## config.mk

```make
export PLATFORM = sky130hd
export DESIGN_NAME = dmem_arbiter
export DESIGN_NICKNAME = d
export VERILOG_FILES = /design/src/rtl/dmem_arbiter_pkg.sv /design/src/rtl/dmem_arbiter_rr_arb2.sv /design/src/rtl/dmem_arbiter.sv
export SDC_FILE = /design/constraint.sdc
export NUM_CORES = 1
export LEC_CHECK = 0
export BUFFER_PORTS_ARGS = -buffer_cell sky130_fd_sc_hd__buf_2
export CORE_MARGIN = 4
export CORE_UTILIZATION = 30
export DETAILED_ROUTE_END_ITERATION = 16
export GPL_TIMING_DRIVEN = 1
export HOLD_SLACK_MARGIN = 0.1
export PLACE_DENSITY = 0.68
export SYNTH_ARGS = -nofsm -noshare
export SYNTH_HDL_FRONTEND = slang
export SYNTH_SLANG_ARGS = --single-unit
```

## constraint.sdc

```tcl
create_clock -name clk_i -period 2.3 [get_ports clk_i]
set_input_delay 0.23 -clock clk_i [delete_from_list [all_inputs] [get_ports clk_i]]
set_output_delay 0.23 -clock clk_i [all_outputs]
set_load 0.01 [all_outputs]
```

## src/rtl/dmem_arbiter_pkg.sv

```systemverilog
// Shared types and constants for the data-memory arbiter.
// Requester IDs double as the round-robin last_grant encoding.
package dmem_arbiter_pkg;

  typedef enum logic [1:0] {IDLE, ACCESS, RESP} dmem_state_t;

  localparam logic REQ_CPU = 1'b0;
  localparam logic REQ_DBG = 1'b1;

  localparam int TIMEOUT_DEFAULT = 16;

endpackage

```

## src/rtl/dmem_arbiter_rr_arb2.sv

```systemverilog
// Two-way round-robin pick: a lone requester wins outright, and on a tie
// the requester that was not granted last wins.
module rr_arb2 (
  input  logic req0,
  input  logic req1,
  input  logic last_grant,
  output logic grant_id,
  output logic grant_valid
);

  assign grant_valid = req0 | req1;
  assign grant_id    = (req0 & req1) ? ~last_grant : req1;

endmodule

```

## src/rtl/dmem_arbiter.sv

```systemverilog
// Arbitrates the single data-memory port between the CPU MEM stage and the
// debug/loader port, sequencing each access as a req/ready transaction.
module dmem_arbiter
  import dmem_arbiter_pkg::*;
#(
  parameter int AW      = 32,
  parameter int DW      = 32,
  parameter int TIMEOUT = TIMEOUT_DEFAULT
) (
  input  logic          clk_i,
  input  logic          rst_i,
  input  logic          cpu_req_i,
  input  logic          cpu_we_i,
  input  logic [AW-1:0] cpu_addr_i,
  input  logic [DW-1:0] cpu_wdata_i,
  output logic [DW-1:0] cpu_rdata_o,
  output logic          cpu_ack_o,
  output logic          cpu_stall_o,
  input  logic          dbg_req_i,
  input  logic          dbg_we_i,
  input  logic [AW-1:0] dbg_addr_i,
  input  logic [DW-1:0] dbg_wdata_i,
  output logic [DW-1:0] dbg_rdata_o,
  output logic          dbg_ack_o,
  output logic          err_o,
  output logic          mem_req_o,
  output logic          mem_we_o,
  output logic [AW-1:0] mem_addr_o,
  output logic [DW-1:0] mem_wdata_o,
  input  logic          mem_ready_i,
  input  logic [DW-1:0] mem_rdata_i
);

  localparam int CW = $clog2(TIMEOUT + 1);

  dmem_state_t   state;
  logic          owner;
  logic          last_grant;
  logic          grant_id;
  logic          grant_valid;
  logic [CW-1:0] cnt;
  logic          timed_out;

  rr_arb2 u_arb (
    .req0        (cpu_req_i),
    .req1        (dbg_req_i),
    .last_grant  (last_grant),
    .grant_id    (grant_id),
    .grant_valid (grant_valid)
  );

  assign timed_out   = (cnt == CW'(TIMEOUT));
  // The ack cycle is the one in which the pipeline advances.
  assign cpu_stall_o = cpu_req_i & ~cpu_ack_o;

  always_ff @(posedge clk_i or negedge rst_i) begin
    if (!rst_i) begin
      state       <= IDLE;
      owner       <= REQ_CPU;
      last_grant  <= REQ_DBG;
      cnt         <= '0;
      cpu_ack_o   <= 1'b0;
      dbg_ack_o   <= 1'b0;
      err_o       <= 1'b0;
      mem_req_o   <= 1'b0;
      mem_we_o    <= 1'b0;
      mem_addr_o  <= '0;
      mem_wdata_o <= '0;
      cpu_rdata_o <= '0;
      dbg_rdata_o <= '0;
    end else begin
      // Acks and err are single-cycle pulses that cover the RESP state only.
      cpu_ack_o <= 1'b0;
      dbg_ack_o <= 1'b0;
      err_o     <= 1'b0;
      case (state)
        IDLE: begin
          if (grant_valid) begin
            state      <= ACCESS;
            owner      <= grant_id;
            last_grant <= grant_id;
            cnt        <= CW'(1);
            mem_req_o  <= 1'b1;
            if (grant_id == REQ_DBG) begin
              mem_we_o    <= dbg_we_i;
              mem_addr_o  <= dbg_addr_i;
              mem_wdata_o <= dbg_wdata_i;
            end else begin
              mem_we_o    <= cpu_we_i;
              mem_addr_o  <= cpu_addr_i;
              mem_wdata_o <= cpu_wdata_i;
            end
          end
        end
        ACCESS: begin
          if (mem_ready_i || timed_out) begin
            state     <= RESP;
            mem_req_o <= 1'b0;
            cnt       <= '0;
            if (owner == REQ_DBG) dbg_ack_o <= 1'b1;
            else                  cpu_ack_o <= 1'b1;
            // Ready on the final cycle still counts as a clean completion.
            if (mem_ready_i) begin
              if (owner == REQ_DBG) dbg_rdata_o <= mem_rdata_i;
              else                  cpu_rdata_o <= mem_rdata_i;
            end else begin
              err_o <= 1'b1;
            end
          end else begin
            cnt <= cnt + 1'b1;
          end
        end
        RESP:    state <= IDLE;
        default: state <= IDLE;
      endcase
    end
  end

endmodule

```

==> results.md, run 1 <==
Status:
- The flow ran to the end, and the final reports show no timing, DRC or antenna violations.

Critical path:
- The worst setup path is captured at a flip-flop.
- The worst setup path is launched from a flip-flop.
- Counting buffers and inverters, the worst setup path is 4 cells deep.
- The number of buffers and inverters on the critical path is 1.
- For the worst flop-to-flop path, the logic depth is 4.
- The worst setup path category is reg -> reg.
- For this run, the slowest stage of the critical path takes 390 ps.
- The most frequent cell on the critical path is sky130_fd_sc_hd__mux2_2.
- The setup check on the worst reg-to-reg path leaves a slack of 590 ps.
- STA puts the critical path data required time at ~2600 ps.
- For the worst setup path, the data arrival time is roughly 2000 ps.
- In this run the worst path has a maximum fanout of 23.
- The cell with the biggest individual delay on the critical path is sky130_fd_sc_hd__mux2_2.
- The critical path goes through a21boi_4, buf_4, mux2_2, mux2_2.
- On the critical path the largest part of the delay comes from multiplexers.

Pwr:
- For this design the total switching power over the nets is 3.98 mW.
- The total internal power is between 7 and 8 mW.
- Per report_power, the combinational group accounts for 39.2% of the total.
- Power spread over the standard cell area amounts to 1300 nW/µm².
- The clock network fraction of total power is 23.0%.
- The switching part of the total is 34.3%.
- The peak supply drop is 0.645 mV.
- The cell leakage power is 4.26 nW.
- In this run, flip-flops and latches consume 37.8% of the power.

GRT:
- The initial antenna violation count is 2.
- The number of global-route vias before repair is 4844.
- Global routing used 13.7% of the available tracks.
- Entering global routing, the biggest net connects 54 pins.
- The total overflow left after global routing is 0.
- The first global-routing pass estimated approximately 25000 µm of wire.

Min path:
- Along the worst hold path, the cell count comes to 3.
- The worst min-delay path class is in -> reg.

Logic synthesis:
- The share of flip-flops with an asynchronous set or reset is 100%.
- The number of nets handed over by synthesis was 569.
- Summing every instance area after synthesis gives 6200 µm².
- The number of flip-flops and latches in the synthesized netlist is 142.
- The number of library cell types mapped by synthesis is 34.
- The synthesized netlist cell count is 400.
- The count of warnings emitted by yosys is 0.
- The mean instance size in the synthesized netlist is roughly 16 µm².
- Ranked by instance count, the synthesized netlist is headed by 190 x sky130_fd_sc_hd__mux2_2, 141 x sky130_fd_sc_hd__dfrtp_1, 13 x sky130_fd_sc_hd__buf_2, 7 x sky130_fd_sc_hd__buf_6, 7 x sky130_fd_sc_hd__mux2_1.
- The most frequently used cell type in the post-synthesis netlist is sky130_fd_sc_hd__mux2_2.
- The area fraction of the dominant cell type after synthesis is 56.9%.
- The most area-hungry cell type in the Yosys netlist is sky130_fd_sc_hd__dfrtp_1.
- The sequential element share of the synthesized area is approximately 57%.
- In this run, synthesis inferred 0 flip-flops with an integrated enable.
- Among all flip-flop cells after synthesis, the most frequent one is sky130_fd_sc_hd__dfrtp_1.
- Sorting the synthesized cells by area gives the leading types as sky130_fd_sc_hd__dfrtp_1 57%, sky130_fd_sc_hd__mux2_2 35%, sky130_fd_sc_hd__buf_6 1.3%.

Timing:
- The max-slew violation count is 0.
- The number of setup violations in the final report is 0.
- The final-report hold violation count is 0.
- Setup repair after global routing left no endpoint under its margin.
- The sum of negative setup slack is 0 ps.
- Counting I/O delays and the setup requirement, the final critical path takes 1710 ps.
- After layout, the worst path uses 74.2% of the clock period.
- For the pin with the worst max-slew slack, the measured transition is ~560 ps.
- The setup clock skew after layout is about 9 ps.
- Measured against its own limit, the worst slew margin works out to between 60% and 70%.
- Timing would allow up to 586 MHz.
- Across all hold checks on the routed design, the worst slack comes to 171 ps.

Detailed routing:
- In the final routed layout, each cell accounts on average for around 16 µm.
- In the routed design, unresolved DRC markers number 0.
- The remaining antenna violation count after routing is 0.
- The initial DRC count is around 90.
- Summed over all layers, the routed wires come to approximately 16000 µm.
- After detailed routing, the number of vias per cell comes to 4.47.
- The first detailed-routing pass ran for 4 iterations.
- The count of vias placed by the detailed router is around 4.6k.

Clock network:
- The cell chosen for the clock root is sky130_fd_sc_hd__clkbuf_16.
- The number of setup buffers added after CTS is 0.
- The clock passes through at most 2 buffers.
- The H-tree was split into 4 levels.
- TritonCTS built the clock tree.
- The total clock buffers created by CTS is 17.
- The later-pin clock latency in the skew report is approximately 410 ps.
- The clock-pin slew reported for the worst setup and hold paths after clock tree synthesis is about 70 ps.
- The total number of clock tree sinks is 142.

Placed design:
- Input and output buffers added on the ports amount to 300.
- The wire-length estimate of the detail-placed layout is 11900 µm.
- The congestion estimate from routability-driven global placement came to ~0.75.

Floorplan:
- The height of the die is 152 µm.
- The die covers approximately 23000 µm².
- Once the floorplan was initialized, standard cells occupied 30.5% of the core.
- The boundary pin count is 301.
- After floorplanning, the core was divided into 52 placement rows.
- In this run the standard cell core region covers 20300 µm².
- The floorplan step set the die width to 152 µm.

Layout:
- The area growth from synthesis to layout is 44.2%.
- After the last flow step, the layout net total stands at 909.
- After filler insertion, the fill cell instance count of the layout stands at 1894.
- The share of post-route cells with drive strength above 1 is ~70%.

Job:
- Across the run, the number of max-cap violations was 0.
cell usage in the layout, fill, tap and decap left out, types with 2 or more instances in the layout:
cell type	count
sky130_fd_sc_hd__buf_2	299
sky130_fd_sc_hd__mux2_2	190
sky130_fd_sc_hd__dfrtp_1	141
sky130_fd_sc_hd__dlygate4sd3_1	33
sky130_fd_sc_hd__clkbuf_16	17
sky130_fd_sc_hd__mux2_1	7
sky130_fd_sc_hd__nor2_1	5
sky130_fd_sc_hd__inv_6	5
sky130_fd_sc_hd__inv_8	5
sky130_fd_sc_hd__buf_4	5
sky130_fd_sc_hd__buf_12	4
sky130_fd_sc_hd__inv_1	3
sky130_fd_sc_hd__nand2b_1	3
sky130_fd_sc_hd__or2_2	2
sky130_fd_sc_hd__o21ai_0	2
sky130_fd_sc_hd__nor3_1	2
sky130_fd_sc_hd__nand3_1	2
sky130_fd_sc_hd__ha_1	2
sky130_fd_sc_hd__clkinv_8	2
sky130_fd_sc_hd__clkinvlp_4	2
cell families (layout without fill, tap and decap cells):
logic type	Yosys count	after routing	share of synthesized area (%)
mux	197	197	35.8
fa+ha+maj	2	2	0.403
buf+inv	24	376	2.56
compound gates	9	9	1.11
simple gates	25	25	2.68
other cells	0	1	0
flops	142	142	57.3
xor+xnor	1	1	0.141
worst register-to-register path, cell delays in order, from the launching register on:
cell	delay [ps]
sky130_fd_sc_hd__dfstp_2	380
sky130_fd_sc_hd__a21boi_4	180
sky130_fd_sc_hd__buf_4	360
sky130_fd_sc_hd__mux2_2	410
sky130_fd_sc_hd__mux2_2	270
worst paths after layout:
check	startpoint	endpoint
min in group asynchronous	rst_i	dbg_rdata_o[14]$_DFFE_PN0P_
setup reg to reg	last_grant$_DFFE_PN1P_	mem_addr_o[23]$_DFFE_PN0P_
max in group asynchronous	rst_i	mem_addr_o[8]$_DFFE_PN0P_
hold / removal	dbg_addr_i[11]	mem_addr_o[11]$_DFFE_PN0P_
setup / recovery	last_grant$_DFFE_PN1P_	mem_addr_o[23]$_DFFE_PN0P_
hold reg to reg	mem_req_o$_DFFE_PN0P_	mem_req_o$_DFFE_PN0P_
state kept, by name, indices dropped and copies added (netlist names):
| name | count |
|---|---|
| cnt | 5 |
| cpu_ack_o | 1 |
| cpu_rdata_o | 32 |
| dbg_ack_o | 1 |
| dbg_rdata_o | 32 |
| err_o | 1 |
| last_grant | 1 |
| mem_addr_o | 32 |
| mem_req_o | 1 |
| mem_wdata_o | 32 |
| mem_we_o | 1 |
| owner | 1 |
| state | 2 |
power groups by stage:
stage / Combinational, mW / Sequential (mW) / Clock (mW)
2_1_floorplan: 2.12 / 4.95 / 0
3_3_place_gp: 4.53 / 4.37 / 0
3_5_place_dp: 4.60 / 4.42 / 0
4_1_cts: 4.64 / 4.40 / 2.77
5_1_grt: 4.98 / 4.55 / 2.89
6_report: 4.55 / 4.39 / 2.67
layout make-up:
| class | count | area, µm² | share of cell area [%] |
|---|---|---|---|
| timing repair buffer | 342 | 1960 | 21.9 |
| sequential | 142 | 3550 | 39.8 |
| tap | 270 | 338 | 3.78 |
| antenna | 1 | 2.50 | 0.0280 |
| clock inverter | 14 | 148 | 1.65 |
| inverter | 3 | 11.3 | 0.126 |
| clock buffer | 17 | 425 | 4.76 |
| multi-input combinational | 234 | 2500 | 28.0 |
per-stage QoR:
stage | cell area (µm²) | setup WS, ps | std cells | total power [mW] | utilization (%)
floorplan | 6200 | 711 | 400 | 7.07 | -
global placement | 8030 | 591 | 958 | 8.90 | 39.6
detailed placement | 8030 | 582 | 958 | 9.02 | 39.6
CTS | 8940 | 580 | 1022 | 11.8 | 44.0
global route | 8940 | 478 | 1023 | 12.4 | 44.0
finish | 8940 | 593 | 1023 | 11.6 | 44.0
metal layers:
layer  vias to the layer above  share of wire, %  track usage (%)
met1                      2230                37             14.4
li1                       2118                 -                -
met2                       208                51             25.0
met4                         2              0.91             3.77
met5                         -             0.043                0
met3                        11                11             6.01
timing repair:
item,in CTS,in global routing
endpoints found under the hold margin,110,0
resized for setup,0,0
hold buffers,33,0
Note: power is estimated with default switching activity, not from simulation.
==> run 2, diff against run 1 <==
PLACE_DENSITY = 0.7   (was 0.68)
clock period = 1.4 ns   (was 2.3 ns; I/O delays follow)
==> results.md, run 2 (synthesis results as in run 1) <==
Layout:
- The area growth from synthesis to layout is 79.0%.
- The library cell used most frequently in the layout, excluding fill and tap cells, is sky130_fd_sc_hd__buf_2.
- The register cell area after layout is 3560 µm² (about the same).
- The share of post-route cells with drive strength above 1 is 65.4% (-6.2 points).
- The final layout net count was 1080 (+19%).
- The final standard cell utilization of the core is 54.7% (+11 points).
- The number of filler cells placed in the layout came to 1623 (-14%).
- The number of cells in the finished layout apart from fillers is 1194 (+17%).
- The total area of multi-input combinational cells is 2770 µm² (+10%).
- In the layout the commonest cells are 299 x sky130_fd_sc_hd__buf_2, 156 x sky130_fd_sc_hd__dlygate4sd3_1, 143 x sky130_fd_sc_hd__mux2_2, 140 x sky130_fd_sc_hd__dfrtp_1, 53 x sky130_fd_sc_hd__mux2_4.
- The antenna diode instance count is 0 (-1).

Critical path:
- The maximum fanout encountered on the critical timing path is 8 (-65%).
- The critical path is of the reg -> reg type.
- In this run the worst setup path begins at last_grant$_DFFE_PN1P_.
- The worst setup path is captured at a flip-flop.
- The length in cells of the worst reg-to-reg path came to 6 (+2).
- Following the worst setup path forward leads to its endpoint at mem_addr_o[25]$_DFFE_PN0P_.
- The data arrival at the endpoint of the critical path is 1950 ps (-50 ps).
- The destination of the worst register-to-register timing path is mem_addr_o[25]$_DFFE_PN0P_.
- The worst-case register-to-register setup slack is -260 ps (-850 ps).
- The launch instance of the worst register-to-register path is last_grant$_DFFE_PN1P_.
- The required time of the worst setup path is 1690 ps (-900 ps).
- The worst setup path is launched from a flip-flop.

Pwr:
- The part of the power in combinational logic is 44.7% (+5.5 points).
- The sequential fraction of design power came to 33.4% (-4.4 points).
- The reported net switching power came to 6.95 mW (+75%).
- The clock network fraction of total power is 21.9% (-1.1 points).
- The cell leakage power is 5.32 nW (+25%).
- The total design power came to 21.8 mW (+88%).
- The switching part of the total came to 31.9% (-2.3 points).
- The total internal power is 14.8 mW (+94%).
- The power density over cell area is 1960 nW/µm² (+51%).
- The peak supply drop is 0.936 mV (+45%).

Detailed routing:
- The first-pass iteration count of the detailed router is 4 (unchanged).
- The final routed wire length divided by cell count was 17.5 µm (+11%).
- The detailed-route vias per instance is 4.49 (+0.46%).
- The detailed-route wire length is 20900 µm (+29%).
- The DRC violation count after routing came to 0 (unchanged).
- The count of vias placed by the detailed router was 5357 (+17%).
- The initial DRC count was 105 (+18%).
- The remaining antenna violation count after routing is 0 (unchanged).

GRT:
- The pin count of the biggest net entering global routing is 54 (unchanged).
- The met2 track demand over resource in global routing is 30.8% (+5.8 points).
- The number of global-route vias before repair is 6000 (+24%).
- The overflow left after global routing came to 0 (unchanged).
- The initial antenna violation count was 0 (-2).
- The routing usage on met1 is 18.9% (+4.5 points).
- The overall track demand over capacity in global routing came to 17.2% (+3.5 points).
- The met3 layer usage reported by global route was 4.97% (-1.0 points).
- The layer flagged by global routing as most heavily used is met2.
- The wire length of the first global-routing pass was 30600 µm (+24%).

Clock network:
- The cell chosen for the clock root is sky130_fd_sc_hd__clkbuf_16.
- The maximum number of buffers from clock root to sink is 2 (unchanged).
- The later-pin clock latency in the skew report is 420 ps (about the same).
- The TritonCTS clock tree is yes.
- The total clock buffers created by CTS is 17 (unchanged).
- The number of levels the H-tree was split into is 4 (unchanged).
- The clock-pin slew reported for the worst setup and hold paths after clock tree synthesis is 60 ps (about the same).
- The total number of clock tree sinks is 142 (unchanged).

Placed design:
- The number of input and output port buffers inserted is 300 (unchanged).
- The count of placed standard cells including taps is 986 (+2.9%).
- The HPWL after detailed placement is 12100 µm (+1.3%).
- The routability congestion estimate is 0.743 (-1.1%).

Min path:
- The worst hold path belongs to the class in -> reg.
- The number of cells on the worst hold path was 3 (unchanged).

Timing:
- The worst slew slack as a fraction of its limit is 76.6% (+14 points).
- Setup repair after global routing could not meet its margin everywhere.
- The final period utilization came to 118% (+44 points).
- The max-slew violation count is 0 (unchanged).
- The number of setup violations in the final report is 132 (+132).
- The final-report hold violation count is 0 (unchanged).
- The clock period minus final worst setup slack is 1660 ps (-52.2 ps).
- The maximum clock frequency is 604 MHz (+3.2%).
- The setup clock skew after layout came to 12.0 ps (+2.85 ps).
- The sum of negative setup slack is -20820 ps (-20820 ps).
- The smallest setup slack after layout is -255 ps (-848 ps).
- The slew at the pin with the worst max-slew slack came to 350 ps (-214 ps).

Status:
- The final reports fail on negative setup slack.
- The run finished, with violations left.

Floorplan:
- The initial standard-cell utilization of the core is 30.5% (unchanged).
- The standard cell core area is 20300 µm² (unchanged).
- The floorplan die area is 23000 µm² (unchanged).
- The width of the die is 152 µm (unchanged).
- The height of the die came to 152 µm (unchanged).
- The number of rows created at floorplan is 52 (unchanged).
- The boundary pin count is 301 (unchanged).

Job:
- The number of violations of the max-capacitance limit is 0 (unchanged).
run 2: changes by cell type in the layout (fill, tap and decap cells not counted), moves of 6 or more:
cell,previous run,this run
sky130_fd_sc_hd__buf_12,4,13
sky130_fd_sc_hd__buf_4,5,27
sky130_fd_sc_hd__buf_6,1,11
sky130_fd_sc_hd__dlygate4sd3_1,33,156
sky130_fd_sc_hd__mux2_1,7,1
sky130_fd_sc_hd__mux2_2,190,143
sky130_fd_sc_hd__mux2_4,0,53
run 2: repair_timing:
item | 4_1_cts | 5_1_grt
pin swaps | 7 | 6
resized for setup | 58 | 16
hold endpoints to repair | 270 | 0
cloned | 6 | 3
hold buffers | 156 | 0
setup buffers | 12 | 4
endpoints found under the setup margin | 136 | 138
run 2: per-layer routing:
layer	part of all wire (%)	vias up
li1	-	2471
met1	38	2605
met2	51	227
met3	7.6	54
met4	3.5	0
met5	0	-
run 2: power by group through the flow:
stage,Combinational (mW),Sequential [mW],Clock (mW)
final,9.73,7.27,4.77
after global routing,10.4,7.51,5.09
after CTS,9.58,7.21,4.93
after detailed placement,8.23,7.24,0
after global placement,8.10,7.18,0
after floorplan,3.66,8.14,0
run 2: critical path: stages, from the launching register on:
cell                       delay [ps]
sky130_fd_sc_hd__dfstp_2          560
sky130_fd_sc_hd__a21boi_4          60
sky130_fd_sc_hd__buf_6            120
sky130_fd_sc_hd__buf_6            110
sky130_fd_sc_hd__buf_8            130
sky130_fd_sc_hd__mux2_4           290
sky130_fd_sc_hd__mux2_4           260
run 2: worst min-delay path by stage:
stage	start	endpoint
after floorplan	rst_i	cnt[0]$_DFFE_PN0P_
after global placement	rst_i	mem_wdata_o[31]$_DFFE_PN0P_
after detailed placement	rst_i	mem_addr_o[1]$_DFFE_PN0P_
after CTS	dbg_addr_i[23]	mem_addr_o[23]$_DFFE_PN0P_
after global routing	dbg_addr_i[18]	mem_addr_o[18]$_DFFE_PN0P_
final	dbg_addr_i[23]	mem_addr_o[23]$_DFFE_PN0P_
run 2: cell type report:
cell class / count / share of cell area, %
Timing Repair Buffer: 513 / 34.3
Sequential cell: 142 / 32.0
Multi-Input combinational cell: 234 / 24.9
Clock buffer: 19 / 3.90
Tap cell: 270 / 3.04
Clock inverter: 13 / 1.68
Inverter: 3 / 0.101
run 2: through the flow:
stage	hold slack, ps	setup WS, ps	instance area, µm²
2_1_floorplan	-156	-119	6290
3_3_place_gp	66.2	-206	8370
3_5_place_dp	60.7	-235	8370
4_1_cts	105	-221	11000
5_1_grt	112	-301	11100
6_report	128	-255	11100
==> run 3, diff against run 2 <==
ABC_AREA = 1   (was unset)
==> results.md, run 3 <==
Status:
- The flow ran to the end, and the final reports show no timing, DRC or antenna violations.

Min path:
- The number of cells on the worst hold path was 4 (+1).
- In this run the worst hold path is classified as in -> reg.

Detailed routing:
- The count of vias placed by the detailed router is 6873 (+28%).
- The first-pass iteration count of the detailed router is 6 (+2).
- The remaining antenna violation count after routing came to 0 (unchanged).
- The detailed-route wire length is 23300 µm (+11%).
- The DRC violation count after routing is 0 (unchanged).
- The detailed-route vias per instance came to 4.61 (+2.8%).
- The final routed wire length divided by cell count is 15.6 µm (-11%).
- The initial DRC count is 473 (+350%).

Critical path:
- The required time of the worst setup path came to 1690 ps (about the same).
- The worst-case register-to-register setup slack came to 60 ps (+310 ps).
- The timing endpoint of the critical path is mem_wdata_o[20]$_DFFE_PN0P_.
- The length in cells of the worst reg-to-reg path was 7 (+1).
- The launch instance of the worst register-to-register path is state[1]$_DFFE_PN0P_.
- The endpoint identified for the worst register-to-register timing path is mem_wdata_o[20]$_DFFE_PN0P_.
- The kind of launch point of the worst setup path is a flip-flop.
- The setup path with the least slack is of type reg -> reg.
- The critical path capture point type is a flip-flop.
- The data arrival at the endpoint of the critical path is 1630 ps (-320 ps).
- The maximum fanout encountered on the critical timing path was 53 (+45).
- The critical path starts at state[1]$_DFFE_PN0P_.

Floorplan:
- The number of rows created at floorplan is 52 (unchanged).
- The boundary pin count is 301 (unchanged).
- The width of the die is 152 µm (+0.28%).
- The height of the die is 152 µm (+0.28%).
- The initial standard-cell utilization of the core was 30.6% (+0.081 points).
- The floorplan die area is 23200 µm² (+0.55%).
- The standard cell core area is 20400 µm² (+0.32%).

Clock network:
- TritonCTS built the clock tree.
- The total clock buffers created by CTS is 17 (unchanged).
- The cell chosen for the clock root is sky130_fd_sc_hd__clkbuf_16.
- The later-pin clock latency in the skew report was 410 ps (about the same).
- The total number of clock tree sinks is 142 (unchanged).
- The clock-pin slew reported for the worst setup and hold paths after clock tree synthesis was 60 ps (about the same).
- The maximum number of buffers from clock root to sink is 2 (unchanged).
- The number of levels the H-tree was split into is 4 (unchanged).

Timing:
- The final period utilization is 95.9% (-22 points).
- The sum of negative setup slack is 0 ps (+20820 ps).
- The worst hold slack after final layout is 189 ps (+61.1 ps).
- The clock period minus final worst setup slack was 1340 ps (-312 ps).
- The number of setup violations in the final report is 0 (-100%).
- The smallest setup slack after layout is 57.1 ps (+312 ps).
- The slew at the pin with the worst max-slew slack was 478 ps (+128 ps).
- The worst slew slack as a fraction of its limit is 68.1% (-8.5 points).
- The maximum clock frequency was 745 MHz (+23%).
- The max-slew violation count came to 0 (unchanged).
- The final-report hold violation count is 0 (unchanged).
- The setup clock skew after layout came to 5.14 ps (-6.91 ps).

Pwr:
- The peak supply drop is 0.731 mV (-22%).
- The part of the power in combinational logic is 41.0% (-3.7 points).
- The sequential fraction of design power is 35.9% (+2.5 points).
- The cell leakage power is 5.85 nW (+9.8%).
- The reported net switching power came to 7.57 mW (+8.9%).
- The total internal power is 12.1 mW (-18%).
- The switching part of the total was 38.5% (+6.6 points).
- The power density over cell area was 1860 nW/µm² (-5.1%).
- The clock network fraction of total power is 23.2% (+1.3 points).

Logic synthesis:
- The most used flip-flop cell after synthesis is sky130_fd_sc_hd__dfrtp_1.
- The number of nets produced by synthesis is 901 (+58%).
- The cell area after synthesis is 6240 µm² (+0.59%).
- The count of warnings emitted by yosys was 0 (unchanged).
- The area fraction of the dominant cell type after synthesis is 56.6% (-0.33 points).
- The number of library cell types mapped by synthesis is 20 (-41%).
- The share of flip-flops with an asynchronous set or reset was 100% (unchanged).
- The synthesized netlist cell count is 732 (+83%).
- The number of synthesized flops with an enable pin was 0 (unchanged).
- Counting instances in the post-synthesis netlist gives the leading cell types as 287 x sky130_fd_sc_hd__nand2_1, 141 x sky130_fd_sc_hd__dfrtp_1, 107 x sky130_fd_sc_hd__inv_1, 66 x sky130_fd_sc_hd__o21ai_0, 65 x sky130_fd_sc_hd__o211ai_1.
- The number of flip-flops and latches in the synthesized netlist is 142 (unchanged).
- The mean instance size in the synthesized netlist is 8.52 µm² (-45%).
- The sequential element share of the synthesized area is 57.0% (-0.33 points).
- By area the synthesized netlist is led by sky130_fd_sc_hd__dfrtp_1 57%, sky130_fd_sc_hd__nand2_1 17%, sky130_fd_sc_hd__o211ai_1 7.8%.
- Of all cell types, the one taking the most synthesized area is sky130_fd_sc_hd__dfrtp_1.
- The most frequently used cell type in the post-synthesis netlist is sky130_fd_sc_hd__nand2_1.

Placed design:
- The pre-CTS setup slack was 51.6 ps (+287 ps).
- The total cell area at the placement stage was 8140 µm² (-2.8%).
- The routability congestion estimate is 0.853 (+15%).
- The HPWL after detailed placement is 13800 µm (+15%).
- The number of input and output port buffers inserted is 300 (unchanged).

Layout:
- The final standard cell utilization of the core is 51.9% (-2.8 points).
- The final layout net count is 1376 (+27%).
- The share of post-route cells with drive strength above 1 came to 30.8% (-35 points).
- The area of all placed cells without fillers came to 10600 µm² (-4.8%).
- In the layout the commonest cells are 299 x sky130_fd_sc_hd__buf_2, 283 x sky130_fd_sc_hd__nand2_1, 165 x sky130_fd_sc_hd__dlygate4sd3_1, 141 x sky130_fd_sc_hd__dfrtp_1, 106 x sky130_fd_sc_hd__inv_1.
- From synthesis to final layout, the design area changed by 69.4%.
- The commonest non-fill, non-tap cell in the layout is sky130_fd_sc_hd__buf_2.

GRT:
- The initial antenna violation count is 1 (+1).
- The overflow left after global routing is 0 (unchanged).
- The pin count of the biggest net entering global routing came to 65 (+20%).
- The overall track demand over capacity in global routing was 19.1% (+1.9 points).
- The number of global-route vias before repair is 6952 (+16%).
- The wire length of the first global-routing pass is 36100 µm (+18%).

Job:
- The number of violations of the max-capacitance limit is 0 (unchanged).
[run 3: changes by cell type after synthesis, moves of 7 or more]
cell                       delta
sky130_fd_sc_hd__nand2_1    +286
sky130_fd_sc_hd__mux2_2     -190
sky130_fd_sc_hd__inv_1      +104
sky130_fd_sc_hd__o211ai_1    +65
sky130_fd_sc_hd__o21ai_0     +64
sky130_fd_sc_hd__buf_2        +9
sky130_fd_sc_hd__clkbuf_1     +9
sky130_fd_sc_hd__mux2_1       -7
[run 3: power groups by stage]
| stage | logic, mW | clock network, mW | registers (mW) |
|---|---|---|---|
| floorplan | 3.19 | 0 | 7.92 |
| global placement | 7.24 | 0 | 7.03 |
| detailed placement | 7.41 | 0 | 7.04 |
| CTS | 7.77 | 4.70 | 7.01 |
| global route | 8.92 | 4.88 | 7.29 |
| finish | 8.06 | 4.56 | 7.05 |
[run 3: critical path: stages (launching register included)]
cell	delay, ps
sky130_fd_sc_hd__dfrtp_1	390
sky130_fd_sc_hd__inv_2	80
sky130_fd_sc_hd__nand2_1	90
sky130_fd_sc_hd__nor2_4	170
sky130_fd_sc_hd__inv_2	80
sky130_fd_sc_hd__buf_12	170
sky130_fd_sc_hd__nand2_1	110
sky130_fd_sc_hd__nand2_1	70
[run 3: cell families after synthesis]
group | synth area share, %
AOI/OAI and AO/OA | 13.1
xor gates and xnor gates | 0.281
adders and majority gates | 0.401
buffers and inverters | 10.3
DFF | 57.0
and+or+nand+nor | 18.9
[run 3: worst min-delay path by stage]
stage	start	to	slack [ps]
5_1_grt	cpu_req_i	last_grant$_DFFE_PN1P_	220
4_1_cts	cpu_req_i	last_grant$_DFFE_PN1P_	200
6_report	cpu_req_i	last_grant$_DFFE_PN1P_	190
3_3_place_gp	rst_i	mem_wdata_o[22]$_DFFE_PN0P_	120
2_1_floorplan	rst_i	cnt[0]$_DFFE_PN0P_	-160
3_5_place_dp	rst_i	mem_wdata_o[18]$_DFFE_PN0P_	120
[run 3: per-stage QoR]
| step | cells | total power, mW |
|---|---|---|
| 2_1_floorplan | 732 | 11.1 |
| 3_3_place_gp | 1284 | 14.3 |
| 3_5_place_dp | 1284 | 14.4 |
| 4_1_cts | 1480 | 19.5 |
| 5_1_grt | 1490 | 21.1 |
| 6_report | 1490 | 19.7 |
[run 3: cell type report]
cell class              instances  area (µm²)
fillers                      1743        9800
clock inverters                13         155
diodes                          1        2.50
flip-flops and latches        142        3550
well taps                     270         338
repair buffers                495        3580
clock buffers                  18         439
inverters                     110         413
multi-input cells             441        2080
[run 3: timing repair]
action / 4_1_cts / 5_1_grt
gates resized for setup: 0 / 9
hold endpoints to repair: 272 / 0
hold buffers: 165 / 0
setup endpoints to repair: 0 / 56
setup buffers: 0 / 3
[run 3: metal layers]
metal | vias to the layer above | global-route usage (%) | wire [µm]
met3 | 106 | 4.80 | 1180
met4 | 0 | 11.2 | 1410
met1 | 3221 | 21.8 | 9010
li1 | 3247 | - | -
met2 | 299 | 32.5 | 11700
met5 | - | 0 | 0
